File: src/rtl/ifu.sv
// ---------------------------------------------------------------------------
// ifu -- instruction fetch unit for the RV64 core.
//
// Holds a 64-bit program counter and a small fixed instruction ROM of
// 32-bit words. Each rising clock edge the PC either clears to zero (RESET)
// or advances by one instruction (4 bytes). The instruction at the current
// PC is presented combinationally, so each word is held for exactly one
// clock period.
//
// Parameters:
//   IMEM_WORDS  ROM depth in 32-bit words (power of two, at least 8)
//
// Ports:
//   CLOCK   input   1   sole clock, rising-edge active
//   RESET   input   1   synchronous active-high reset, clears the PC
//   OUTPUT  output  32  instruction word at the current PC
// ---------------------------------------------------------------------------
module ifu #(
    parameter int IMEM_WORDS = 64
) (
    input  logic        CLOCK,
    input  logic        RESET,
    output logic [31:0] OUTPUT
);

    localparam int IDX_W = $clog2(IMEM_WORDS);

    localparam logic [31:0] NOP_WORD = 32'h0000_0013;

    logic [63:0]      pc;
    logic [IDX_W-1:0] word_index;

    // The PC keeps counting past the end of the ROM and wraps only at the
    // 64-bit boundary; the ROM index wraps on its own because only the low
    // address bits are used.
    always_ff @(posedge CLOCK) begin
        if (RESET) begin
            pc <= 64'd0;
        end else begin
            pc <= pc + 64'd4;
        end
    end

    // Byte address to word index; PC[1:0] is always zero and is ignored.
    assign word_index = pc[IDX_W+1:2];

    // Upper PC bits and the byte offset do not select anything in the ROM.
    logic unused_pc_bits;
    assign unused_pc_bits = ^{pc[63:IDX_W+2], pc[1:0]};

    // Fixed program: a short ALU test sequence followed by NOPs.
    always_comb begin
        OUTPUT = NOP_WORD;
        case (word_index)
            IDX_W'(0): OUTPUT = 32'h0050_0093;
            IDX_W'(1): OUTPUT = 32'h00A0_0113;
            IDX_W'(2): OUTPUT = 32'h0020_81B3;
            IDX_W'(3): OUTPUT = 32'h4020_8233;
            IDX_W'(4): OUTPUT = 32'h0020_F2B3;
            IDX_W'(5): OUTPUT = 32'h0020_E333;
            IDX_W'(6): OUTPUT = 32'h0020_C3B3;
            IDX_W'(7): OUTPUT = 32'h0020_9433;
            default:   OUTPUT = NOP_WORD;
        endcase
    end

endmodule

File: config.mk
export PLATFORM = sky130hd
export DESIGN_NAME = ifu
export DESIGN_NICKNAME = d
export VERILOG_FILES = /design/src/rtl/ifu.sv
export SDC_FILE = /design/constraint.sdc
export NUM_CORES = 1
export LEC_CHECK = 0
export ABC_AREA = 1
export BUFFER_PORTS_ARGS = -buffer_cell sky130_fd_sc_hd__buf_2
export CELL_PAD_IN_SITES_DETAIL_PLACEMENT = 1
export CELL_PAD_IN_SITES_GLOBAL_PLACEMENT = 1
export CORE_MARGIN = 2
export CORE_UTILIZATION = 29
export DETAILED_ROUTE_END_ITERATION = 10
export GPL_ROUTABILITY_DRIVEN = 0
export GPL_TIMING_DRIVEN = 1
export HOLD_SLACK_MARGIN = 0.12
export PLACE_DENSITY_LB_ADDON = 0.25
export REMOVE_ABC_BUFFERS = 1
export SYNTH_ARGS = -nofsm -noshare
export SYNTH_HDL_FRONTEND = slang
export SYNTH_SLANG_ARGS = --single-unit
File: constraint.sdc
create_clock -name CLOCK -period 1.2 [get_ports CLOCK]
set_input_delay 0.12 -clock CLOCK [delete_from_list [all_inputs] [get_ports CLOCK]]
set_output_delay 0.12 -clock CLOCK [all_outputs]
set_load 0.005 [all_outputs]
==> impl_metrics.py <==
metrics = {
    "global_route": {
        "track_usage_pct": 9.667,
        "antenna_found_initial": 0,
        "grt_max_degree": 13,
        "grt_pass1_wl_um": 2456,
        "grt_pass1_vias": 562,
        "grt-ovfl-total": 0,
    },
    "sta": {
        "whs_ns": 0.4649,
        "fmax_mhz": 795.0,
        "period_share_pct": 104.8,
        "rsz0062_at_grt": "true",
        "report.final.slew_viol_count": 0,
        "hold_violations": 0,
        "fin_ws_ns": -0.05786,
        "finalSetupViolCount": 14,
        "post-route-min-period_ns": 1.258,
        "skew_ns": 0.0006792,
        "fin_tns_setup_ns": -0.6182,
    },
    "detailed_routing": {
        "vias": 608,
        "via_per_inst": 3.848,
        "route.antenna.remaining_nets": 0,
        "wl_per_cell_um": 9.006,
        "routed_wl_um": 1423,
        "drt_iter0_drc": 10,
        "first_pass_iters": 7,
        "drc": 4,
    },
    "worst_setup_path": {
        "startpoint_type": "flop",
        "critPathCaptureType": "output port",
        "critPathMaxFanout": 12,
        "critPathRequiredTime_ns": 1.08,
        "r2r_start": "pc[3]",
        "cpPeakStageDelay_ns": 0.33,
        "criticalPathCategory": "reg -> out",
        "worst-r2r-setup-slack_ns": 0.07,
        "cp-startpoint": "pc[5]",
        "r2r_cells": 6,
        "worstPathArrival_ns": 1.14,
        "cp_cell_sequence": "nor2_2 > nand2_2 > buf_12 > nor2_1 > buf_2",
        "worst_path_max_delay_cell": "dfxtp_2",
        "worstSetupEndpoint": "OUTPUT[10]",
    },
    "clock_tree": {
        "path_clk_slew_ns": 0.10,
        "numCtsBuffers": 3,
        "htreeDepth": 1,
        "numClockSinks": 18,
        "clk_latency_ns": 0.28,
        "post_cts_buffers": 0,
        "clockBufferDepth": 2,
        "root_buffer": "clkbuf_4",
        "cts_tree": "done",
    },
    "synth": {
        "synth-edff-count": 0,
        "synth_top_area_cell": "dfxtp_1",
        "synth-seq-cells": 18,
        "netlist_top_cells_count": "20 x buf_4, 19 x inv_1, 18 x dfxtp_1, 18 x nor2_1, 7 x nand2_1",
        "ys_seq_area_share_pct": 41.44,
        "syn_area_per_cell_um2": 7.905,
        "synth_top_cell_area_share_pct": 41.44,
        "ys_warn_count": 0,
        "yosysUniqueCellTypes": 18,
        "synth.area.top_cells": "dfxtp_1 41%, buf_4 17%, inv_1 8.2%",
        "ys.flop_type": "dfxtp_1",
        "synthMostInstantiatedCell": "buf_4",
        "syn_inst": 110,
        "synth_area_um2": 869.6,
        "async_flop_share_pct": 0,
    },
    "placement": {
        "place_area_um2": 923.4,
        "dpl.hpwl_um": 1171,
        "dpl.cell_count": 154,
        "portBuffers": 15,
    },
    "worst_hold_path": {
        "hold_path_class": "reg -> reg",
    },
    "finish": {
        "design_area_um2": 987.2,
        "final_cells": 158,
        "nNetsFinal": 132,
        "areaGrowthSynthToFinish_pct": 13.53,
        "drive_above_1_share_pct": 39.37,
        "n_antenna_cell": 0,
        "fillers": 372,
    },
    "die": {
        "start_util_pct": 31.00,
        "io_pins": 34,
        "dieArea_um2": 3453,
        "die_h_um": 58.76,
        "rows": 19,
        "core_region_area_um2": 2805,
        "die_w_um": 58.76,
    },
    "power": {
        "vdd_ir_drop_max_v": 0.0004055,
        "powerDensity_nw_per_um2": 1193,
        "p_total_mw": 1.178,
        "p_leak_nw": 0.5088,
    },
    "status": {
        "status": "complete, but fails checks",
        "violations": "DRC, setup timing",
    },
    "flow_run": {
        "drv_cap": 0,
    },
}
-- per-stage QoR --
| stage | util, % | setup WS [ns] |
|---|---|---|
| floorplan | - | 0.05515 |
| global route | 35.19 | -0.1620 |
| finish | 35.19 | -0.05786 |
| CTS | 34.48 | -0.1130 |
| global placement | 32.92 | 0.06695 |
| detailed placement | 32.92 | 0.03750 |
-- repair_timing --
action	in CTS	in global routing
pin swaps	1	3
hold buffers	1	0
gates resized for setup	5	8
endpoints found under the setup margin	14	16
hold endpoints to repair	3	0
-- placed cells by master (no fill, tap or decap), drive strengths merged --
cell type	synthesis	routed
a21oi	3	3
buf	21	18
clkbuf	0	3
conb	2	18
dfxtp	18	18
dlygate4sd3	0	1
ha	1	1
inv	24	24
nand2	12	12
nand3	3	3
nor2	23	23
nor3	1	1
o21ai	2	2
-- power breakdown --
part           internal (mW)  switching [mW]  total, mW
registers              0.643          0.0162      0.659
logic                 0.0943           0.132      0.226
clock network          0.116           0.176      0.292
-- worst min path at each step --
stage / startpoint / end / slack, ns / cells after the start
floorplan: RESET / pc[5] / 0.19 / 1
global placement: RESET / pc[5] / 0.35 / 2
detailed placement: RESET / pc[5] / 0.36 / 2
CTS: pc[6] / pc[6] / 0.49 / 2
global route: pc[3] / flop / 0.48 / 1
finish: pc[3] / flop / 0.46 / 1
-- layer usage --
layer	global-route usage, %	part of all wire, %	vias to the layer above
met1	11.94	46	271
met4	6.818	1.9	0
li1	-	-	314
met2	15.40	46	21
met3	1.319	6.3	2
met5	0	0	-
-- critical path, delay by kind of cell (launching register included) --
kind                   cells  cell delay, ns
buffers and inverters      2            0.26
DFF                        1            0.33
and+or+nand+nor            3            0.25
-- area by class of cell --
type,instances,area [µm²],share of cell area [%]
timing repair buffer,19,120.1,12.17
multi-input combinational,63,351.6,35.61
clock buffer,3,22.52,2.281
sequential,18,364.1,36.88
tap,31,38.79,3.929
inverter,24,90.09,9.125
-- kinds of logic (layout without fill, tap and decap cells) --
family	after synthesis	in the layout	synth area share, %
adder cells (fa/ha/maj)	1	1	1.439
other	2	18	0.8636
AND/OR/NAND/NOR	39	39	25.18
buffers and inverters	45	46	28.20
flip-flops	18	18	41.44
AO/OA/AOI/OAI	5	5	2.877
(Power assumes the default switching activity.)
